**config.mk**
```make
export PLATFORM = sky130hd
export DESIGN_NAME = seq_trojan_mc
export DESIGN_NICKNAME = d
export VERILOG_FILES = /design/src/rtl/seq_trojan_mc.sv
export SDC_FILE = /design/constraint.sdc
export NUM_CORES = 1
export LEC_CHECK = 0
export ABC_AREA = 1
export CAP_MARGIN = 40
export CORE_MARGIN = 3
export CORE_UTILIZATION = 35
export CTS_CLUSTER_SIZE = 40
export DETAILED_ROUTE_END_ITERATION = 12
export PLACE_DENSITY_LB_ADDON = 0.1
export SYNTH_ARGS = -nofsm -noshare
export SYNTH_HDL_FRONTEND = slang
export SYNTH_SLANG_ARGS = --single-unit
```
**constraint.sdc**
```tcl
create_clock -name clk -period 7 [get_ports clk]
set_input_delay 1.05 -clock clk [delete_from_list [all_inputs] [get_ports clk]]
set_output_delay 1.05 -clock clk [all_outputs]
set_load 0.005 [all_outputs]
```
**src/rtl/seq_trojan_mc.sv**
```systemverilog
// Trigger-armed, windowed payload injector sitting on a bank of stochastic bit channels.
// Define SEQ_TROJAN_MC_STATS_EN to build the per-channel flip counters.
module seq_trojan_mc #(
  parameter int unsigned NUM_CH   = 4,
  parameter int unsigned CNT_W    = 16,
  parameter int unsigned TRIG_RUN = 4
) (
  input  logic                    clk,
  input  logic                    rst,
  input  logic [NUM_CH-1:0]       bit_in,
  input  logic                    trigger,
  input  logic [NUM_CH-1:0]       T,
  input  logic                    cfg_valid,
  output logic                    cfg_ready,
  input  logic [CNT_W-1:0]        cfg_start,
  input  logic [CNT_W-1:0]        cfg_len,
  input  logic [CNT_W-1:0]        cfg_every,
  input  logic [2:0]              cfg_mode,
  input  logic [NUM_CH-1:0]       cfg_mask,
  input  logic                    cfg_rearm,
  output logic [NUM_CH-1:0]       bit_out,
  output logic                    active,
  output logic                    hit_pulse,
  output logic [2:0]              state,
  output logic [CNT_W-1:0]        hit_count,
  output logic [NUM_CH*CNT_W-1:0] flip_count
);

  localparam logic [2:0] ST_IDLE   = 3'd0;
  localparam logic [2:0] ST_ARM    = 3'd1;
  localparam logic [2:0] ST_WAIT   = 3'd2;
  localparam logic [2:0] ST_ACTIVE = 3'd3;
  localparam logic [2:0] ST_DONE   = 3'd4;

  localparam logic [CNT_W-1:0] ONE      = CNT_W'(1);
  localparam logic [CNT_W-1:0] RUN_LAST = CNT_W'(TRIG_RUN - 1);

  logic [2:0]        r_state, w_state_d;
  logic [CNT_W-1:0]  r_run, w_run_d;
  logic [CNT_W-1:0]  r_dly, w_dly_d;
  logic [CNT_W-1:0]  r_win, w_win_d;
  logic [CNT_W-1:0]  r_per, w_per_d;
  logic [CNT_W-1:0]  r_hit;
  logic [CNT_W-1:0]  r_start, r_len, r_every;
  logic [2:0]        r_mode;
  logic [NUM_CH-1:0] r_mask;
  logic              r_rearm;

  logic              w_cfg_load;
  logic              w_applied;
  logic [CNT_W-1:0]  w_len_last, w_every_last;
  logic [NUM_CH-1:0] w_payload, w_hit_mask;

  // Zero-length window / period behave as length one.
  assign w_len_last   = (r_len == '0) ? '0 : r_len - ONE;
  assign w_every_last = (r_every == '0) ? '0 : r_every - ONE;

  assign cfg_ready = (r_state == ST_IDLE) || (r_state == ST_DONE);
  assign active    = (r_state == ST_ACTIVE);
  assign hit_pulse = active && (r_per == '0);
  assign w_applied = hit_pulse && trigger;
  assign state     = r_state;
  assign hit_count = r_hit;

  always_comb begin
    w_state_d  = r_state;
    w_run_d    = r_run;
    w_dly_d    = r_dly;
    w_win_d    = r_win;
    w_per_d    = r_per;
    w_cfg_load = 1'b0;
    case (r_state)
      ST_IDLE, ST_DONE: begin
        if (cfg_valid) begin
          w_cfg_load = 1'b1;
          w_run_d    = '0;
          w_state_d  = ST_ARM;
        end
      end
      ST_ARM: begin
        if (!trigger) begin
          w_run_d = '0;
        end else if (r_run == RUN_LAST) begin
          w_run_d   = '0;
          w_dly_d   = '0;
          w_state_d = ST_WAIT;
        end else begin
          w_run_d = r_run + ONE;
        end
      end
      ST_WAIT: begin
        // Compare instead of count-down so cfg_start=all-ones gives 2^CNT_W cycles.
        if (r_dly == r_start) begin
          w_win_d   = '0;
          w_per_d   = '0;
          w_state_d = ST_ACTIVE;
        end else begin
          w_dly_d = r_dly + ONE;
        end
      end
      ST_ACTIVE: begin
        w_per_d = (r_per == w_every_last) ? '0 : r_per + ONE;
        if (r_win == w_len_last) begin
          w_run_d   = '0;
          w_state_d = r_rearm ? ST_ARM : ST_DONE;
        end else begin
          w_win_d = r_win + ONE;
        end
      end
      default: w_state_d = ST_IDLE;
    endcase
  end

  always_ff @(posedge clk) begin
    if (rst) begin
      r_state <= ST_IDLE;
      r_run   <= '0;
      r_dly   <= '0;
      r_win   <= '0;
      r_per   <= '0;
      r_hit   <= '0;
      r_start <= '0;
      r_len   <= '0;
      r_every <= '0;
      r_mode  <= '0;
      r_mask  <= '0;
      r_rearm <= 1'b0;
    end else begin
      r_state <= w_state_d;
      r_run   <= w_run_d;
      r_dly   <= w_dly_d;
      r_win   <= w_win_d;
      r_per   <= w_per_d;
      if (w_cfg_load) begin
        r_hit   <= '0;
        r_start <= cfg_start;
        r_len   <= cfg_len;
        r_every <= cfg_every;
        r_mode  <= cfg_mode;
        r_mask  <= cfg_mask;
        r_rearm <= cfg_rearm;
      end else if (w_applied && (r_hit != '1)) begin
        r_hit <= r_hit + ONE;
      end
    end
  end

  always_comb begin
    case (r_mode)
      3'd0:    w_payload = ~bit_in;
      3'd1:    w_payload = '1;
      3'd2:    w_payload = '0;
      3'd3:    w_payload = bit_in ^ T;
      3'd4:    w_payload = T;
      default: w_payload = bit_in;
    endcase
    w_hit_mask = {NUM_CH{w_applied}} & r_mask;
    bit_out    = (bit_in & ~w_hit_mask) | (w_payload & w_hit_mask);
  end

`ifdef SEQ_TROJAN_MC_STATS_EN
  logic [CNT_W-1:0] r_flip [NUM_CH];
  for (genvar c = 0; c < NUM_CH; c++) begin : g_flip
    always_ff @(posedge clk) begin
      if (rst || w_cfg_load) begin
        r_flip[c] <= '0;
      end else if ((bit_out[c] != bit_in[c]) && (r_flip[c] != '1)) begin
        r_flip[c] <= r_flip[c] + ONE;
      end
    end
    assign flip_count[c*CNT_W +: CNT_W] = r_flip[c];
  end
`else
  assign flip_count = '0;
`endif

endmodule

```
# Word level (Yosys, flattened, before mapping)
# Cells that the tools add are included.
# totals
reg_bits	139
input_bits	68
out_inout_bits	90
word_cells	91
# classes
addsub	7
eq_ne	20
n_mux	26
bitwise	7
reduce_logical	19
# op_table
op	n
$mux 16	12
$pmux 16 s2	3
$add 16x1->16 const B	5
$eq 16x16->1	3
$logic_not 16->1	3
$pmux 16 s3	1
$sub 16x1->16 const B	2
$pmux 4 s5	1
$mux 3	6
$eq 16x2->1 const B	1
$ne 16x16->1 const B	1
$and 4x4->4	3
$eq 3x2->1 const B	4
$ne 2x2->1 const B	6
$pmux 3 s4	1
$not 4->4	2
$eq 3x1->1 const B	2
$eq 3x3->1 const B	2
$logic_not 3->1	2
$reduce_and 3->1	2
$reduce_and 5->1	1
$or 4x4->4	1
$reduce_and 4->1	1
$reduce_bool 2->1	2
other kinds (8)	12

# Depth between registers and ports, before layout
# Gate-level depths: netlist of run 1.
# logic_depth
depth_word	7
mapped_depth	20

# Worst setup path before layout of run 1
# No wires, ideal clock.
# synth_path
path_kind	in2out
from	input port T[1]
to	output port bit_out[1]
t_arrival_ns	1.660
t_required_ns	5.950
slack_ns	4.290
stages	4
path_buffers	0
path_cell_list	inv_1 -> o21ai_0 -> a221oi_1 -> o41ai_1
# synth_via
elab_chain_cells	4
# synth_rtl
item	line	source
start, declared	12	input logic [NUM_CH-1:0] T,
$xor 4x4->4	153	3'd3: w_payload = bit_in ^ T;
$pmux 4 s5 (*)	149	case (r_mode)
$and 4x4->4 (*)	158	bit_out = (bit_in & ~w_hit_mask) | (w_payload & w_hit_mask);
$or 4x4->4 (*)	158	
end, declared	21	output logic [NUM_CH-1:0] bit_out,
# Mark *: on every way between the ends. The rest lies on a longest branch, timed or not.

# Final worst setup path of run 1
# layout_path
from	register r_per[0]
to	output port bit_out[0]
# layout_via
elab_chain_cells	7
# layout_rtl
item	line	source
start, declared	42	logic [CNT_W-1:0] r_per, w_per_d;
start signal, assigned	133	r_per <= w_per_d;
$logic_not 16->1 (*)	60	assign hit_pulse = active && (r_per == '0);
$logic_and 1x1->1 (*)	60	
$logic_and 1x1->1 (*)	61	assign w_applied = hit_pulse && trigger;
$and 4x4->4 (*)	157	w_hit_mask = {NUM_CH{w_applied}} & r_mask;
$not 4->4	158	
$and 4x4->4	158	
$or 4x4->4 (*)	158	
# Marks and branches as above.

==> impl_metrics.json, run 1 <==
{
  "rsz0062_at_grt": "false",
  "cts_setup_buffers": 0,
  "hold_viol": 0,
  "slowest_stage": "clkdlybuf4s50_1",
  "synth_top_area_share_pct": 31.0,
  "grt_use_total_pct": 18.0,
  "start_util_pct": 36.3,
  "yosysSeqAreaShare_pct": 31.0,
  "status": "completed",
  "cts_root_buffer": "clkbuf_16",
  "fmax_mhz": 252,
  "cpPeakStageDelay_ns": 0.52,
  "post_synth_main_area_contributors": "dfxtp_1, nand2_1, nor2_1",
  "place_area_um2": 9920,
  "cp.required_ns": 5.95,
  "powerDensity_nw_per_um2": 286,
  "die_area_um2": 27600,
  "fin_ws_ns": 3.04,
  "clk_path_buf_depth": 2,
  "slew_viol_final": 0,
  "synth_cells": 1392,
  "final_area_um2": 10500,
  "cp_cell_sequence": "inv_1 > ha_1 > inv_1 > nor4_1 > nand4_1 > nor3_2 > nand2_2 > nor2_1 > nor2_1 > a21oi_1 > clkdlybuf4s50_1",
  "grt_pass1_wl_um": 41800,
  "cts_tree": "built",
  "rows": 57,
  "area_delta_synth_final_pct": 16.8,
  "antenna_found_initial": 0,
  "drtIter0Drc": 574,
  "start_kind": "flop",
  "final_antenna_net_count": 0,
  "coreArea_um2": 24700,
  "peakVddDrop_mv": 0.142,
  "grt_max_degree": 53,
  "ff_latch_area_um2": 2780,
  "die_w_um": 166,
  "cts_max_level": 4,
  "syn-mean-instance-area_um2": 6.45,
  "ioPinCount": 158,
  "slew_headroom_pct": 41.6,
  "worstSetupPathType": "flop to primary output",
  "hold_class": "flop to flop",
  "dieHeight_um": 166,
  "timing.hold.ws_ns": 0.463,
  "cts_made_buffers": 17,
  "fill_cells": 2615,
  "place_ws_ns": 3.19,
  "multi_input_area_um2": 5180,
  "finalCritPeriodShare_pct": 56.6,
  "postCtsHoldBufs": 0,
  "viasPerCell": 4.88,
  "final.min_clock_period_ns": 3.96,
  "clk_pin_slew_ns": 0.06,
  "routabilityCongestion": 0.890,
  "clock_sinks": 139,
  "critPathMaxFanout": 7,
  "finalSetupViolCount": 0,
  "worstSetupEndpointType": "primary output",
  "vias": 8798,
  "drv_cap": 0,
  "ys_ff_latch": 139,
  "worstSkewPairLatency_ns": 0.43,
  "grt_pass1_vias": 8212,
  "io_buffers": 93,
  "dp_hpwl_um": 18800,
  "setup_tns_ns": 0,
  "synth_area_um2": 8980,
  "ys_types": 43,
  "ctsResizeCount": 0,
  "drt-total-wl_um": 25000,
  "critPathArrivalTime_ns": 2.91,
  "grt.overflow.total": 0,
  "finClkSkew_ns": 0.0124,
  "nets": 1542,
  "wire_per_inst_um": 13.9,
  "antenna_cells": 0,
  "dr.pass1.iters": 5,
  "worst_pin_slew_ns": 0.869,
  "drive_gt1_share_pct": 5.27,
  "drc": 0,
  "synth.largest_area_cell": "dfxtp_1",
  "ys_warn_count": 0,
  "leakage_nw": 4.07
}
==> sequential cells by signal (all words and copies together), names as in the netlist <==
signal and count:
r_mask 4, r_rearm 1, r_run 16, r_dly 16
r_len 16, r_mode 3, r_start 16, r_win 16
r_every 16, hit_count 16, state 3, r_per 16
==> worst max-delay path, delay by kind of cell, from the launching register on <==
kind / cells / cell delay [ns]
AOI/OAI and AO/OA: 1 / 0.13
adders and majority gates: 1 / 0.14
buffers and inverters: 3 / 0.67
DFF: 1 / 0.39
and+or+nand+nor: 6 / 1.17
==> Yosys cell counts, drive strengths merged <==
master   instances
a221oi           1
nor4            25
buf             74
or2              4
nand4           29
a2111oi          3
clkbuf          32
a31oi            2
o21ai           90
nor3b            2
nand3b           2
xnor2            8
o21bai           1
nor2           204
ha               8
inv            149
xor2            60
a211oi           7
nand2          282
a21oi          120
conb             1
o31ai            2
clkinv           4
nand3           95
o41ai            1
nor3            47
dfxtp          139
==> area by class of cell <==
type	instances	area share, %
well taps	324	3.86
inverters	153	5.47
multi-input cells	1057	49.4
clock buffers	18	4.09
repair buffers	98	9.30
clock inverters	14	1.40
flip-flops and latches	139	26.5
==> per-stage QoR <==
stage,power [mW],util (%),std cells
after floorplan,1.83,-,1455
after global placement,2.12,40.0,1770
after detailed placement,2.12,40.1,1771
after CTS,3.03,42.4,1803
after global routing,3.24,42.4,1803
final,3.00,42.4,1803
==> power breakdown <==
group	total (mW)	internal [mW]	switching (mW)	leakage, nW
sequential	0.986	0.892	0.0941	1.13
clock	0.897	0.525	0.372	0.276
combinational	1.12	0.368	0.748	2.66
==> layout by cell type, fill, tap and decap left out, types with 3 or more instances in the layout <==
cell type	instances
a2111oi_0	3
a211oi_1	7
a21oi_1	116
a21oi_2	4
buf_4	4
clkbuf_16	17
clkdlybuf4s50_1	92
clkinv_1	3
clkinv_2	4
clkinv_4	3
clkinvlp_4	3
conb_1	64
dfxtp_1	139
ha_1	8
inv_1	142
inv_2	8
nand2_1	274
nand2_2	6
nand3_1	92
nand4_1	28
nor2_1	195
nor2_2	8
nor3_1	43
nor3_2	3
nor4_1	25
o21ai_0	85
o21ai_1	4
or2_2	3
xnor2_1	8
xor2_1	60
==> cells by family after synthesis <==
logic type	after synthesis	share of synthesized area, %
xor gates and xnor gates	68	6.63
and+or+nand+nor	690	33.8
buffers and inverters	259	14.0
AOI/OAI and AO/OA	227	13.4
other	1	0.0418
adders and majority gates	8	1.11
DFF	139	31.0
==> path summary, 6_finish.rpt <==
path | start | to | slack, ns | cells past startpoint
worst max-delay path | r_per[0]$_SDFFE_PP0P_ | bit_out[0] | 3.04 | 11
worst min register to register | r_run[4]$_SDFFE_PP0P_ | r_run[4]$_SDFFE_PP0P_ | 0.46 | 2
worst min-delay path | r_run[4]$_SDFFE_PP0P_ | r_run[4]$_SDFFE_PP0P_ | 0.46 | 2
worst max register to register | r_every[0]$_SDFFE_PP0P_ | r_per[14]$_SDFFE_PP0P_ | 4.16 | 14
==> metal layers <==
metal | part of all wire (%) | global-route usage (%)
met5 | 0 | 0
met2 | 45 | 28.6
met1 | 49 | 24.4
met4 | 1.5 | 4.99
met3 | 4.4 | 4.31
Note: power is estimated with default switching activity, not from simulation.
==> run 2, diff against run 1 <==
Clock period 7 ns to 4.1 ns, I/O delays scaled along.
==> impl_metrics.json, run 2 (synthesis gave the netlist of run 1 again) <==
{
  "fin_util_pct": 42.3,
  "cpPeakStageDelay_ns": 0.52,
  "status": "completed",
  "dieHeight_um": 166,
  "io_buffers": 93,
  "final_common_cell": "nand2_1",
  "timing.hold.ws_ns": 0.464,
  "grt.overflow.total": 0,
  "ioPinCount": 158,
  "vias": 8804,
  "grt_pass1_wl_um": 42200,
  "cp.required_ns": 3.48,
  "grt_max_degree": 52,
  "cp_cell_sequence": "inv_1 > ha_1 > inv_1 > nor4_1 > nand4_1 > nor3_2 > nand2_2 > nor2_1 > nor2_1 > a21oi_1 > clkdlybuf4s50_1",
  "p_comb_share_pct": 37.5,
  "worstSetupPathType": "flop to primary output",
  "cts_tree": "built",
  "hold_class": "flop to flop",
  "setup_tns_ns": 0,
  "die_area_um2": 27600,
  "leakage_nw": 4.07,
  "ctsResizeCount": 0,
  "grt_pass1_vias": 8336,
  "final_antenna_net_count": 0,
  "cts_root_buffer": "clkbuf_16",
  "finClkSkew_ns": 0.00926,
  "worst_pin_slew_ns": 0.880,
  "drc": 0,
  "final.min_clock_period_ns": 3.42,
  "postCtsHoldBufs": 0,
  "rsz0062_at_grt": "false",
  "intPower_mw": 3.05,
  "wire_per_inst_um": 13.9,
  "clockPowerShare_pct": 29.5,
  "cts_setup_buffers": 0,
  "finalCritPeriodShare_pct": 83.4,
  "fmax_mhz": 293,
  "place_area_um2": 9920,
  "final_area_um2": 10500,
  "slew_headroom_pct": 40.9,
  "slew_viol_final": 0,
  "cts_made_buffers": 17,
  "start_util_pct": 36.3,
  "critPathMaxFanout": 7,
  "nets": 1544,
  "drv_cap": 0,
  "fill_cells": 2637,
  "clk_pin_slew_ns": 0.06,
  "peakVddDrop_mv": 0.371,
  "rows": 57,
  "clk_path_buf_depth": 2,
  "dp_hpwl_um": 18900,
  "sw_frac_of_total_pct": 40.2,
  "critPathArrivalTime_ns": 2.80,
  "instances_no_fill": 1805,
  "grt_use_total_pct": 18.2,
  "place_inst": 1773,
  "area_delta_synth_final_pct": 16.7,
  "antenna_cells": 0,
  "multi_input_area_um2": 5180,
  "finalSetupViolCount": 0,
  "antenna_found_initial": 0,
  "worstSetupEndpointType": "primary output",
  "switchingPower_mw": 2.05,
  "slowest_stage": "clkdlybuf4s50_1",
  "clock_sinks": 139,
  "drive_gt1_share_pct": 5.33,
  "worstSkewPairLatency_ns": 0.42,
  "coreArea_um2": 24700,
  "cts_max_level": 4,
  "layout_common_cells": "nand2_1, nor2_1, inv_1",
  "routabilityCongestion": 0.859,
  "drtIter0Drc": 637,
  "drt-total-wl_um": 25100,
  "hold_viol": 0,
  "start_kind": "flop",
  "die_w_um": 166,
  "viasPerCell": 4.88,
  "dr.pass1.iters": 5,
  "powerDensity_nw_per_um2": 487,
  "ff_latch_area_um2": 2780,
  "seqPwrFrac_pct": 33.0
}
[run 2: critical path: cells and delay by family, from the launching register on]
family,cells,cell delay (ns)
buffers and inverters,3,0.66
adder cells (fa/ha/maj),1,0.13
AND/OR/NAND/NOR,6,1.07
flip-flops,1,0.38
AO/OA/AOI/OAI,1,0.14
[run 2: final timing paths]
check | from | endpoint | slack (ns) | depth (start not counted)
max reg2reg | r_every[0]$_SDFFE_PP0P_ | r_per[12]$_SDFFE_PP0P_ | 1.29 | 14
min | r_run[4]$_SDFFE_PP0P_ | r_run[4]$_SDFFE_PP0P_ | 0.46 | 2
max | r_per[0]$_SDFFE_PP0P_ | bit_out[0] | 0.68 | 11
min reg2reg | r_run[4]$_SDFFE_PP0P_ | r_run[4]$_SDFFE_PP0P_ | 0.46 | 2
[run 2: power groups by stage]
stage,Combinational (mW),Clock (mW),Sequential (mW)
floorplan,1.47,0,1.67
global placement,1.91,0,1.71
detailed placement,1.92,0,1.71
CTS,1.93,1.54,1.68
global route,2.22,1.60,1.71
finish,1.91,1.51,1.68
[run 2: routing by layer]
metal  wire length (µm)  share of wire (%)  track usage, %  up-vias
met2              11600                 46            29.9      184
met3               1230                4.9            3.57       19
met5                  0                  0               0        -
li1                   -                  -               -     4573
met1              12100                 48            24.6     4028
met4                214               0.85            4.12        0
[run 2: metrics by stage]
step	worst slack [ns]	total power [mW]
floorplan	1.92	3.13
global placement	1.15	3.63
detailed placement	1.12	3.63
CTS	0.687	5.16
global route	0.440	5.54
finish	0.682	5.10
[run 2: cell type report]
type,instances,area share (%)
clock inverter,13,1.22
timing repair buffer,100,9.34
clock buffer,19,4.13
sequential,139,26.6
tap,324,3.87
inverter,153,5.48
multi-input combinational,1057,49.4
==> run 3, diff against run 2 <==
Clock period 4.1 ns to 3.4 ns, I/O delays scaled along.
==> impl_metrics.json, run 3 (synthesis gave the netlist of run 1 again) <==
{
  "regToRegSetupSlack_ns": 0.70,
  "start_util_pct": 36.3,
  "critPathMaxFanout": 6,
  "grt_pass1_vias": 8294,
  "finClkSkew_ns": 0.0121,
  "rows": 57,
  "cts_made_buffers": 17,
  "final.min_clock_period_ns": 3.17,
  "peakVddDrop_mv": 0.256,
  "hold_path_end": "r_run[4]$_SDFFE_PP0P_",
  "status": "completed",
  "setup_tns_ns": 0,
  "worstSetupPathType": "flop to primary output",
  "wire_per_inst_um": 13.8,
  "wl_met3_um": 1220,
  "worstSkewPairLatency_ns": 0.43,
  "p_total_mw": 6.36,
  "layout_common_cells": "nand2_1, nor2_1, inv_1",
  "clock_sinks": 139,
  "drt-total-wl_um": 25100,
  "worstSetupEndpointType": "primary output",
  "drv_cap": 0,
  "final_antenna_net_count": 0,
  "cts_root_buffer": "clkbuf_16",
  "clockPowerShare_pct": 31.1,
  "grt_pass1_wl_um": 42000,
  "powerDensity_nw_per_um2": 598,
  "dr.pass1.iters": 5,
  "r2r-start": "r_every[0]$_SDFFE_PP0P_",
  "drive_gt1_share_pct": 6.18,
  "final_area_um2": 10600,
  "intPower_mw": 3.84,
  "grt.overflow.total": 0,
  "hp-start": "r_run[4]$_SDFFE_PP0P_",
  "dieHeight_um": 166,
  "ioPinCount": 158,
  "p_comb_share_pct": 36.9,
  "grt_max_degree": 52,
  "clk_path_buf_depth": 2,
  "antenna_found_initial": 0,
  "cts_tree": "built",
  "start_kind": "flop",
  "rsz0062_at_grt": "false",
  "worstHoldPathCells": 2,
  "worstReg2RegEnd": "r_per[3]$_SDFFE_PP0P_",
  "seqPwrFrac_pct": 32.0,
  "worst_pin_slew_ns": 0.599,
  "r2r_cells": 14,
  "hold_viol": 0,
  "cp.required_ns": 2.89,
  "drc": 0,
  "met2_length_um": 11500,
  "dp_hpwl_um": 19000,
  "postCtsHoldBufs": 0,
  "coreArea_um2": 24700,
  "drtIter0Drc": 586,
  "switchingPower_mw": 2.53,
  "slew_headroom_pct": 60.1,
  "die_area_um2": 27600,
  "finalSetupViolCount": 0,
  "routed.top_layer": "met4",
  "finalCritPeriodShare_pct": 93.3,
  "io_buffers": 93,
  "place_area_um2": 9980,
  "vias": 8869,
  "die_w_um": 166,
  "leakage_nw": 4.15,
  "final_common_cell": "nand2_1",
  "instances_no_fill": 1812,
  "routabilityCongestion": 0.871,
  "place_inst": 1779,
  "critPathArrivalTime_ns": 2.66,
  "sw_frac_of_total_pct": 39.7,
  "antenna_cells": 0,
  "cts_max_level": 4,
  "hold_class": "flop to flop",
  "grt_use_total_pct": 18.0,
  "viasPerCell": 4.89,
  "nets": 1551,
  "area_delta_synth_final_pct": 18.4,
  "clk_pin_slew_ns": 0.06,
  "fmax_mhz": 315,
  "slew_viol_final": 0,
  "wl_met1_um": 12200
}
run 3: layer usage:
layer | vias up | global-route usage, %
met1 | 4054 | 24.9
met5 | - | 0
met3 | 19 | 3.38
met2 | 204 | 29.4
li1 | 4592 | -
met4 | 0 | 3.69
run 3: how the worst max path moves through the flow:
stage,start,to,slack [ns],cells after the start
floorplan,r_every[0]$_SDFFE_PP0P_,r_per[14]$_SDFFE_PP0P_,1.22,15
global placement,r_per[0]$_SDFFE_PP0P_,bit_out[1],0.63,9
detailed placement,r_per[0]$_SDFFE_PP0P_,bit_out[2],0.57,11
CTS,r_per[0]$_SDFFE_PP0P_,bit_out[2],0.11,11
global route,r_per[1]$_SDFFE_PP0P_,bit_out[1],0.03,9
finish,r_per[1]$_SDFFE_PP0P_,bit_out[1],0.23,9
run 3: power by group through the flow:
stage / sequential, mW / combinational (mW) / clock, mW
6_report: 2.03 / 2.35 / 1.98
5_1_grt: 2.06 / 2.72 / 2.10
4_1_cts: 2.03 / 2.36 / 2.04
3_5_place_dp: 2.07 / 2.35 / 0
3_3_place_gp: 2.07 / 2.35 / 0
2_1_floorplan: 2.01 / 1.77 / 0
run 3: timing repair:
action / CTS / global route
setup endpoints to repair: 0 / 4
hold endpoints to repair: 0 / 0
gates resized for setup: 0 / 7
setup buffers: 0 / 1
run 3: area by class of cell:
class | count | area [µm²]
clock inverter | 14 | 183
tap | 324 | 405
sequential | 139 | 2780
clock buffer | 18 | 439
fill | 2612 | 14100
multi-input combinational | 1057 | 5200
inverter | 153 | 574
timing repair buffer | 107 | 1050
run 3: stage by stage:
step | util, % | hold slack (ns) | worst slack, ns
final | 43.0 | 0.467 | 0.227
after global routing | 43.0 | 0.476 | 0.0281
after CTS | 42.8 | 0.468 | 0.106
after detailed placement | 40.3 | 0.459 | 0.568
after global placement | 40.3 | 0.453 | 0.632
after floorplan | - | 0.439 | 1.22
run 3: critical path, stage by stage, from the launching register on:
cell             delay (ns)
dfxtp_1                0.37
inv_1                  0.08
ha_1                   0.13
inv_1                  0.06
nor4_2                 0.13
nand4_1                0.19
nor3_4                 0.31
nand2_4                0.14
o41ai_1                0.26
clkdlybuf4s50_1        0.57
